===== config.mk =====
export PLATFORM = sky130hd
export DESIGN_NAME = mdu_sequencer_flat
export DESIGN_NICKNAME = d
export VERILOG_FILES = /design/src/rtl/mdu_sequencer_if.sv /design/src/rtl/mdu_sequencer.sv /design/src/flat_wrapper.sv
export SDC_FILE = /design/constraint.sdc
export NUM_CORES = 2
export LEC_CHECK = 0
export ABC_AREA = 1
export BUFFER_PORTS_ARGS = -buffer_cell sky130_fd_sc_hd__buf_2
export CORE_MARGIN = 4
export CORE_UTILIZATION = 53
export DETAILED_ROUTE_END_ITERATION = 10
export HOLD_SLACK_MARGIN = 0.02
export PLACE_DENSITY = 0.71
export SYNTH_ARGS = -nofsm -noshare
export SYNTH_HDL_FRONTEND = slang
export SYNTH_SLANG_ARGS = --single-unit

===== constraint.sdc =====
create_clock -name clk -period 12 [get_ports clk]
set_input_delay 1.8 -clock clk [delete_from_list [all_inputs] [get_ports clk]]
set_output_delay 1.8 -clock clk [all_outputs]
set_load 0.005 [all_outputs]

===== src/rtl/mdu_sequencer_if.sv =====
// Purpose: request/response bundle between the execute stage and the multiply/divide sequencer.
// Latency: none (wires only).
// Backpressure: busy from the sequencer is the only flow control; start is ignored while busy.
// Ports: start/op/a/b/flush driven by the master, busy/done/result driven by the slave.
interface mdu_sequencer_if #(
    parameter int XLEN = 64
);
    logic            start;
    logic [3:0]      op;
    logic [XLEN-1:0] a;
    logic [XLEN-1:0] b;
    logic            flush;
    logic            busy;
    logic            done;
    logic [XLEN-1:0] result;

    modport master (output start, op, a, b, flush, input busy, done, result);
    modport slave  (input start, op, a, b, flush, output busy, done, result);
endinterface


===== src/rtl/mdu_sequencer.sv =====
// Purpose: iterative RV64M multiply (radix-2 shift-add) / restoring divide controller.
// Latency: done at t+N+2 (N=64, or 32 for W-ops); divide-by-zero/overflow done at t+1.
// Backpressure: busy while not idle; start is ignored until idle, flush aborts.
// Ports: clk, reset (async, active high), mdu (slave modport: start/op/a/b/flush in,
//        busy/done/result out).
module mdu_sequencer #(
    parameter int XLEN = 64
) (
    input  logic          clk,
    input  logic          reset,
    mdu_sequencer_if.slave mdu
);
    localparam int HW = XLEN / 2;
    localparam int CW = $clog2(XLEN + 1);

    localparam logic [1:0] S_IDLE = 2'd0;
    localparam logic [1:0] S_CALC = 2'd1;
    localparam logic [1:0] S_FIX  = 2'd2;
    localparam logic [1:0] S_DONE = 2'd3;

    localparam logic [3:0] OP_NOP   = 4'd0;
    localparam logic [3:0] OP_MUL   = 4'd1;
    localparam logic [3:0] OP_MULW  = 4'd2;
    localparam logic [3:0] OP_DIV   = 4'd3;
    localparam logic [3:0] OP_DIVU  = 4'd4;
    localparam logic [3:0] OP_REM   = 4'd5;
    localparam logic [3:0] OP_REMU  = 4'd6;
    localparam logic [3:0] OP_DIVW  = 4'd7;
    localparam logic [3:0] OP_DIVUW = 4'd8;
    localparam logic [3:0] OP_REMW  = 4'd9;
    localparam logic [3:0] OP_REMUW = 4'd10;

    // Most negative dividend: full width, and the W-op value after sign extension.
    localparam logic [XLEN-1:0] MIN_D = {1'b1, {(XLEN-1){1'b0}}};
    localparam logic [XLEN-1:0] MIN_W = {{(HW+1){1'b1}}, {(HW-1){1'b0}}};

    function automatic logic [XLEN-1:0] sext_w(input logic [XLEN-1:0] v);
        return {{HW{v[HW-1]}}, v[HW-1:0]};
    endfunction

    logic [1:0]      state_q, state_d;
    logic [CW-1:0]   cnt_q, cnt_d;
    logic [XLEN-1:0] a_q, a_d;        // multiplicand, or dividend/quotient shift register
    logic [XLEN-1:0] b_q, b_d;        // multiplier, or divisor
    logic [XLEN-1:0] acc_q, acc_d;    // product, or partial remainder
    logic            negq_q, negq_d, negr_q, negr_d;
    logic            mul_q, mul_d, w_q, w_d, rem_q, rem_d;
    logic [XLEN-1:0] result_q, result_d;

    // Decode of the incoming op.
    logic op_vld, op_mul, op_w, op_sgn, op_rem, op_zx;
    always_comb begin
        op_vld = 1'b1;
        op_mul = 1'b0;
        op_w   = 1'b0;
        op_sgn = 1'b0;
        op_rem = 1'b0;
        op_zx  = 1'b0;
        case (mdu.op)
            OP_MUL:   op_mul = 1'b1;
            OP_MULW:  begin op_mul = 1'b1; op_w = 1'b1; end
            OP_DIV:   op_sgn = 1'b1;
            OP_DIVU:  ;
            OP_REM:   begin op_sgn = 1'b1; op_rem = 1'b1; end
            OP_REMU:  op_rem = 1'b1;
            OP_DIVW:  begin op_w = 1'b1; op_sgn = 1'b1; end
            OP_DIVUW: begin op_w = 1'b1; op_zx = 1'b1; end
            OP_REMW:  begin op_w = 1'b1; op_sgn = 1'b1; op_rem = 1'b1; end
            OP_REMUW: begin op_w = 1'b1; op_zx = 1'b1; op_rem = 1'b1; end
            default:  op_vld = 1'b0;   // MDU_NOP and unused codes
        endcase
    end

    // Operand preparation and special-case detection at accept.
    logic [XLEN-1:0] a_ext, b_ext, a_mag, b_mag, a_load, spec_val;
    logic            sa, sb, div0, ovf, special, accept;
    always_comb begin
        a_ext = mdu.a;
        b_ext = mdu.b;
        if (op_w) begin
            a_ext = op_zx ? {{HW{1'b0}}, mdu.a[HW-1:0]} : sext_w(mdu.a);
            b_ext = op_zx ? {{HW{1'b0}}, mdu.b[HW-1:0]} : sext_w(mdu.b);
        end
        sa     = op_sgn & a_ext[XLEN-1];
        sb     = op_sgn & b_ext[XLEN-1];
        a_mag  = sa ? -a_ext : a_ext;
        b_mag  = sb ? -b_ext : b_ext;
        // Left-align a W dividend so the divide loop always consumes bit XLEN-1.
        a_load = (op_w && !op_mul) ? (a_mag << HW) : a_mag;
        div0   = !op_mul && (b_ext == '0);
        ovf    = op_sgn && (b_ext == '1) && (a_ext == (op_w ? MIN_W : MIN_D));
        special = div0 || ovf;
        if (div0) spec_val = op_rem ? a_ext : '1;
        else      spec_val = op_rem ? '0 : a_ext;
        if (op_w) spec_val = sext_w(spec_val);
        accept = (state_q == S_IDLE) && mdu.start && op_vld && !mdu.flush;
    end

    // Iteration datapath and final fix-up.
    logic [XLEN:0]   rem_sh, trial;
    logic [XLEN-1:0] sel, fix_val;
    always_comb begin
        rem_sh  = {acc_q, a_q[XLEN-1]};
        trial   = rem_sh - {1'b0, b_q};
        if (mul_q)      sel = acc_q;
        else if (rem_q) sel = negr_q ? -acc_q : acc_q;
        else            sel = negq_q ? -a_q : a_q;
        fix_val = w_q ? sext_w(sel) : sel;
    end

    always_comb begin
        state_d  = state_q;
        cnt_d    = cnt_q;
        a_d      = a_q;
        b_d      = b_q;
        acc_d    = acc_q;
        negq_d   = negq_q;
        negr_d   = negr_q;
        mul_d    = mul_q;
        w_d      = w_q;
        rem_d    = rem_q;
        result_d = result_q;
        case (state_q)
            S_IDLE: begin
                if (accept) begin
                    a_d    = a_load;
                    b_d    = b_mag;
                    acc_d  = '0;
                    negq_d = sa ^ sb;
                    negr_d = sa;
                    mul_d  = op_mul;
                    w_d    = op_w;
                    rem_d  = op_rem;
                    cnt_d  = op_w ? CW'(HW) : CW'(XLEN);
                    if (special) begin
                        state_d  = S_DONE;
                        result_d = spec_val;
                    end else begin
                        state_d  = S_CALC;
                    end
                end
            end
            S_CALC: begin
                if (mdu.flush) begin
                    state_d = S_IDLE;
                end else begin
                    if (mul_q) begin
                        acc_d = acc_q + (b_q[0] ? a_q : '0);
                        a_d   = a_q << 1;
                        b_d   = b_q >> 1;
                    end else if (!trial[XLEN]) begin
                        acc_d = trial[XLEN-1:0];
                        a_d   = {a_q[XLEN-2:0], 1'b1};
                    end else begin
                        acc_d = rem_sh[XLEN-1:0];
                        a_d   = {a_q[XLEN-2:0], 1'b0};
                    end
                    cnt_d = cnt_q - CW'(1);
                    if (cnt_q == CW'(1)) state_d = S_FIX;
                end
            end
            S_FIX: begin
                if (mdu.flush) begin
                    state_d = S_IDLE;
                end else begin
                    result_d = fix_val;
                    state_d  = S_DONE;
                end
            end
            default: state_d = S_IDLE;   // S_DONE: pulse lasts one cycle, flush or not
        endcase
    end

    always_ff @(posedge clk or posedge reset) begin
        if (reset) begin
            state_q  <= S_IDLE;
            cnt_q    <= '0;
            a_q      <= '0;
            b_q      <= '0;
            acc_q    <= '0;
            negq_q   <= 1'b0;
            negr_q   <= 1'b0;
            mul_q    <= 1'b0;
            w_q      <= 1'b0;
            rem_q    <= 1'b0;
            result_q <= '0;
        end else begin
            state_q  <= state_d;
            cnt_q    <= cnt_d;
            a_q      <= a_d;
            b_q      <= b_d;
            acc_q    <= acc_d;
            negq_q   <= negq_d;
            negr_q   <= negr_d;
            mul_q    <= mul_d;
            w_q      <= w_d;
            rem_q    <= rem_d;
            result_q <= result_d;
        end
    end

    assign mdu.busy   = (state_q != S_IDLE);
    assign mdu.done   = (state_q == S_DONE);
    assign mdu.result = result_q;
endmodule


===== src/flat_wrapper.sv =====
// flat-port wrapper written by rule: the top's interface ports become plain ports
module mdu_sequencer_flat 
#(
    parameter int XLEN = 64
)
  (clk, reset, mdu_start, mdu_op, mdu_a, mdu_b, mdu_flush, mdu_busy, mdu_done, mdu_result);
  mdu_sequencer_if #(.XLEN(XLEN)) mdu_i ();
  input  logic clk;
  input  logic reset;
  input wire logic [$bits(mdu_i.start)-1:0] mdu_start;
  input wire logic [$bits(mdu_i.op)-1:0] mdu_op;
  input wire logic [$bits(mdu_i.a)-1:0] mdu_a;
  input wire logic [$bits(mdu_i.b)-1:0] mdu_b;
  input wire logic [$bits(mdu_i.flush)-1:0] mdu_flush;
  output wire logic [$bits(mdu_i.busy)-1:0] mdu_busy;
  output wire logic [$bits(mdu_i.done)-1:0] mdu_done;
  output wire logic [$bits(mdu_i.result)-1:0] mdu_result;
  assign mdu_i.start = mdu_start;
  assign mdu_i.op = mdu_op;
  assign mdu_i.a = mdu_a;
  assign mdu_i.b = mdu_b;
  assign mdu_i.flush = mdu_flush;
  assign mdu_busy = mdu_i.busy;
  assign mdu_done = mdu_i.done;
  assign mdu_result = mdu_i.result;
  mdu_sequencer #(.XLEN(XLEN)) u_core (.clk(clk), .reset(reset), .mdu(mdu_i));
endmodule

Word-level counts from Yosys, hierarchy flattened
Cells that the tools add are included.
- bits in registers: 270
- output and inout port bits: 66
- logic and storage cells: 121
- $add $sub $neg: 7
- eq/ne operators: 22
- muxes and demuxes: 52
- bitwise operators: 3
- reductions and logical operators: 26
- operators by type and width (operator ; number):
    $mux W64 ; 29
    $pmux W64 S2 ; 4
    $neg A64 Y64 ; 4
    $sub A65 B64 Y65 ; 1
    $add A64 B64 Y64 ; 1
    $eq A64 B64 Y1 ; 1
    $eq A64 B64 Y1 const B ; 1
    $logic_not A64 Y1 ; 1
    $mux W63 ; 1
    $mux W7 ; 3
    $eq A4 B3 Y1 const B ; 4
    $pmux W7 S2 ; 1
    $eq A4 B4 Y1 const B ; 3
    $mux W2 ; 5
    $reduce_or A10 Y1 ; 1
    $eq A4 B2 Y1 const B ; 2
    $mux W1 ; 8
    $reduce_and A4 Y1 ; 2
    $reduce_or A4 Y1 ; 2
    $eq A7 B1 Y1 const B ; 1
    $logic_and A1 B1 Y1 ; 7
    $sub A7 B1 Y7 const B ; 1
    $ne A2 B1 Y1 const B ; 3
    $pmux W2 S3 ; 1
    15 further kinds ; 23

Longest topological paths before layout
- word-level depth: 12
- gate-level depth with buffers: 22

Worst setup path before layout
No wires, ideal clock.
- path kind: input to register
- start point: input mdu_b[1]
- end point: register u_core.result_q[35], in the netlist u_core.mdu.result[35]
- data arrival time: 3.742 ns
- slack: 8.141 ns
- cell stages on the path: 17
- buffers on the path: 2
- cells stage by stage: inv_1 > ha_1 > nand2_1 > nor2_1 > nand2_1 > nor2_1 > nand4_1 > nor2_1 > nand3_1 > nor2_4 > nand3_4 > nand3_2 > nand2_2 > buf_6 > buf_6 > nand2_1 > nand2_1
- longest elaborated chain between the ends: 9
- elaborated cells between the ends (all ways): 15
- ends and longest elaborated chain (what ; line ; source):
    start, declared ; flat_wrapper.sv:13 ; input wire logic [$bits(mdu_i.b)-1:0] mdu_b;
    $mux W64 ; mdu_sequencer.sv:82 ; b_ext = op_zx ? {{HW{1'b0}}, mdu.b[HW-1:0]} : sext_w(mdu.b);
    $mux W64 * ; mdu_sequencer.sv:80 ; if (op_w) begin
    $logic_not A64 Y1 ; mdu_sequencer.sv:90 ; div0 = !op_mul && (b_ext == '0);
    $logic_and A1 B1 Y1 ; mdu_sequencer.sv:90 ;
    $mux W64 ; mdu_sequencer.sv:93 ; if (div0) spec_val = op_rem ? a_ext : '1;
    $mux W64 ; mdu_sequencer.sv:95 ; if (op_w) spec_val = sext_w(spec_val);
    $mux W64 ; mdu_sequencer.sv:135 ; if (special) begin
    $mux W64 ; mdu_sequencer.sv:125 ; if (accept) begin
    $pmux W64 S2 ; mdu_sequencer.sv:123 ; case (state_q)
    end signal, assigned ; mdu_sequencer.sv:198 ; result_q <= result_d;
    end, declared ; mdu_sequencer.sv:48 ; logic [XLEN-1:0] result_q, result_d;
Mark *: on every way between the ends. The rest lies on a longest branch, timed or not. The select of a mux whose other input is x is not followed.
A chain may end at the register's enable or synchronous reset.

Worst setup path in the final report
- start point: input mdu_op[2]
- end point: register u_core.result_q[23], in the netlist u_core.mdu.result[23]
- longest elaborated chain between the ends: 12
- elaborated cells between the ends (all ways): 47
- ends and longest elaborated chain (what ; line ; source):
    start, declared ; flat_wrapper.sv:11 ; input wire logic [$bits(mdu_i.op)-1:0] mdu_op;
    $eq A4 B4 Y1 ; mdu_sequencer.sv:59 ; case (mdu.op)
    $reduce_or A2 Y1 (no source line) ; n/a ;
    $mux W1 ; mdu_sequencer.sv:59 ;
    $mux W64 ; mdu_sequencer.sv:82 ;
    $mux W64 ; mdu_sequencer.sv:80 ;
    $logic_not A64 Y1 ; mdu_sequencer.sv:90 ;
    $logic_and A1 B1 Y1 ; mdu_sequencer.sv:90 ;
    $mux W64 ; mdu_sequencer.sv:93 ;
    $mux W64 ; mdu_sequencer.sv:95 ;
    $mux W64 ; mdu_sequencer.sv:135 ;
    $mux W64 ; mdu_sequencer.sv:125 ;
    $pmux W64 S2 ; mdu_sequencer.sv:123 ;
Several ways; a longest one is shown, not always the timed one. The select of a mux whose other input is x is not followed.

==> results.sh <==
export IMPL_dieArea_mm2=0.0692
export IMPL_routed_via_count=44601
export IMPL_rsz0062_at_grt="no"
export IMPL_skew_ns=0.0368
export IMPL_ant_nets=0
export IMPL_grt_ovfl_total=0
export IMPL_final_net_count=6516
export IMPL_setup_viol=0
export IMPL_drv_slew=0
export IMPL_fin_tns_setup_ns=0
export IMPL_syn_num_nets=6468
export IMPL_avgSynthCellArea_um2=5.57
export IMPL_port_buffers=201
export IMPL_grt_pass1_wl_mm=245
export IMPL_grt_max_degree=81
export IMPL_post_cts_setup_buffers=0
export IMPL_fp_row_count=93
export IMPL_fin_crit_ns=6.48
export IMPL_synth_cells=6195
export IMPL_hold_violations=0
export IMPL_grt_usage_pct=45.5
export IMPL_ys_types=50
export IMPL_leakage_uw=0.0194
export IMPL_cp_required_ns=12.44
export IMPL_cp_arrival_ns=6.92
export IMPL_cts_max_level=2
export IMPL_cap_violations=0
export IMPL_status="complete, no violations"
export IMPL_tightest_slew_ns=1.16
export IMPL_path_clk_slew_ns=0.05
export IMPL_drt_initial_drc_count=6833
export IMPL_holdWs_ns=0.476
export IMPL_firstDrtPassIters=9
export IMPL_cts_buffers=36
export IMPL_slew_headroom_pct=22.6
export IMPL_io_pins=202
export IMPL_start_util_pct=53.5
export IMPL_clock_path_buffers=3
export IMPL_drt_wirelength_per_cell_um=23.5
export IMPL_dp_hpwl_mm=135
export IMPL_nFillCells=6761
export IMPL_cts_tree="yes"
export IMPL_postCtsHoldBufs=0
export IMPL_total_power_uw=10900
export IMPL_start_kind="input port"
export IMPL_final_core_util_pct=57.7
export IMPL_fp_dieW_um=263
export IMPL_setup_worst_path_class="input port to register"
export IMPL_finalWirelength_mm=168
export IMPL_peakVddDrop_mv=0.195
export IMPL_core_area_mm2=0.0645
export IMPL_max_freq_mhz=154
export IMPL_area_growth_pct=7.77
export IMPL_cts_sinks=270
export IMPL_cts_root_buf="clkbuf_16"
export IMPL_netlist_area_mm2=0.0345
export IMPL_drc=0
export IMPL_cts_resized=0
export IMPL_yosysSeqAreaShare_pct=19.6
export IMPL_die_h_um=263
export IMPL_clk_insertion_delay_late_ns=0.58
export IMPL_crit_fanout=68
export IMPL_crit_path_end_kind="register"
export IMPL_antenna_found_initial=8
export IMPL_hold_class="register to register"
export IMPL_synth_warnings=0
export IMPL_place_gp_congestion=1.10
export IMPL_power_density_mw_per_mm2=292
export IMPL_drive_above_1_share_pct=5.95
export IMPL_grt_pass1_vias=39612
export IMPL_period_share_pct=54.0
export IMPL_synth_seq_cells=270
export IMPL_via_per_inst=6.26
-- registers in the layout, summed over array words and instances, names as in the netlist --
register,cells
u_core.state_q,2
u_core.cnt_q,7
u_core.negq_q,1
u_core.acc_q,64
u_core.mdu.result,64
u_core.rem_q,1
u_core.b_q,64
u_core.negr_q,1
u_core.a_q,64
u_core.mul_q,1
u_core.w_q,1
-- metal layers --
metal	part of all wire, %	global-route usage, %	up-vias
met3	16	17.7	574
met4	5.4	19.5	14
met5	0.055	0	-
li1	-	-	20315
met1	40	62.6	20483
met2	39	63.2	3215
-- cells in the mapped netlist (all sizes together) --
library cell     n  share of area (%)
a31o             1              0.025
a21o            17               0.37
buf             56               0.89
o311ai           1              0.025
a21boi           9               0.20
dfrtp          270                 20
inv            804                8.8
clkinv           5              0.054
a31oi           29               0.53
or2             21               0.38
a21oi          491                7.1
o21bai          30               0.65
xor2           104                2.6
nor4            16               0.29
o31ai            9               0.20
o21ai          497                7.2
o211ai          57                1.2
o221ai          38               0.97
a211oi           2              0.044
fa               2               0.12
nor3            77                1.1
o22ai           14               0.25
nor3b            2              0.044
nand3          573                8.4
o21a            11               0.24
nand3b          19               0.41
nand4           95                1.7
nand2         1837                 20
o2111ai          4               0.10
nor2           736                8.2
and2             1              0.018
ha             135                4.9
clkbuf         177                1.9
a22oi            3              0.065
and3             7               0.13
xnor2           45                1.1
-- critical path, cell delays in order --
cell and delay (ns):
buf_2 0.13, nor2_1 0.18, nand3_1 0.63, nand3_2 0.26, buf_4 0.55, nand2_2 0.54, nand3_1 0.19, buf_4 0.39
nor2_1 0.10, nand2_1 0.08, nor2_1 0.04, nand4_1 0.12, nand3_2 0.09, nand2_2 0.78, inv_2 0.60, nand2_1 0.24
nand2_1 0.07
-- per-stage QoR --
step | worst slack (ns) | cells | area, um^2
2_1_floorplan | 2.76 | 6195 | 34500
3_3_place_gp | 5.41 | 7060 | 35900
3_5_place_dp | 5.24 | 7060 | 35900
4_1_cts | 5.79 | 7124 | 37200
5_1_grt | 5.30 | 7124 | 37200
6_report | 5.52 | 7129 | 37200
-- report_power, final --
group	switching, uW	internal (uW)	leakage, uW	total (uW)
sequential	702	1310	0.00342	2010
clock	491	651	0.000592	1140
combinational	5480	2220	0.0154	7710
total	6680	4180	0.0194	10900
-- cells by family (layout without fill, tap and decap cells) --
logic type               after synthesis  count (layout)  synth area share [%]
AND/OR/NAND/NOR                     3384            3384                  40.7
AO/OA/AOI/OAI                       1213            1213                  19.2
buffers and inverters               1042            1116                  11.6
flip-flops                           270             270                  19.6
XOR/XNOR                             149             149                  3.78
adder cells (fa/ha/maj)              137             137                  5.01
other                                  0               5                     0
-- cell type report --
class	instances	area, um^2	area share [%]
Antenna cell	5	12.5	0.0337
Inverter	809	3050	8.20
Clock inverter	20	191	0.515
Tap cell	855	1070	2.88
Multi-Input combinational cell	4883	23700	63.9
Timing Repair Buffer	243	1320	3.55
Sequential cell	270	6770	18.2
Clock buffer	44	1010	2.73
-- cell usage in the layout, fill, tap and decap left out, types with 5 or more instances in the layout --
master	n
a21boi_0	9
a21o_1	17
a21oi_1	491
a31oi_1	29
and3_1	7
buf_2	201
buf_4	42
clkbuf_16	38
clkinv_2	10
dfrtp_1	265
diode_2	5
ha_1	135
inv_1	792
inv_2	9
nand2_1	1827
nand2_2	10
nand3_1	568
nand3b_1	19
nand4_1	95
nor2_1	724
nor2_2	7
nor3_1	76
nor4_1	16
o211ai_1	57
o21a_1	11
o21ai_0	475
o21ai_1	21
o21bai_1	30
o221ai_1	38
o22ai_1	14
o31ai_1	9
or2_2	20
xnor2_1	45
xor2_1	104
-- worst paths after layout --
check	from	end	slack, ns	depth (start not counted)
max	mdu_op[2]	u_core.mdu.result[23]$_DFFE_PP0P_	5.52	17
min	u_core.mdu.result[25]$_DFFE_PP0P_	u_core.mdu.result[25]$_DFFE_PP0P_	0.48	2
max reg2reg	u_core.b_q[0]$_DFFE_PP0P_	u_core.acc_q[11]$_DFFE_PP0P_	7.30	19
min reg2reg	u_core.mdu.result[25]$_DFFE_PP0P_	u_core.mdu.result[25]$_DFFE_PP0P_	0.48	2
max in group asynchronous	reset	u_core.mul_q$_DFFE_PP0P_	8.41	4
min in group asynchronous	reset	u_core.mdu.result[16]$_DFFE_PP0P_	1.31	2
Note: power is estimated with default switching activity, not from simulation.
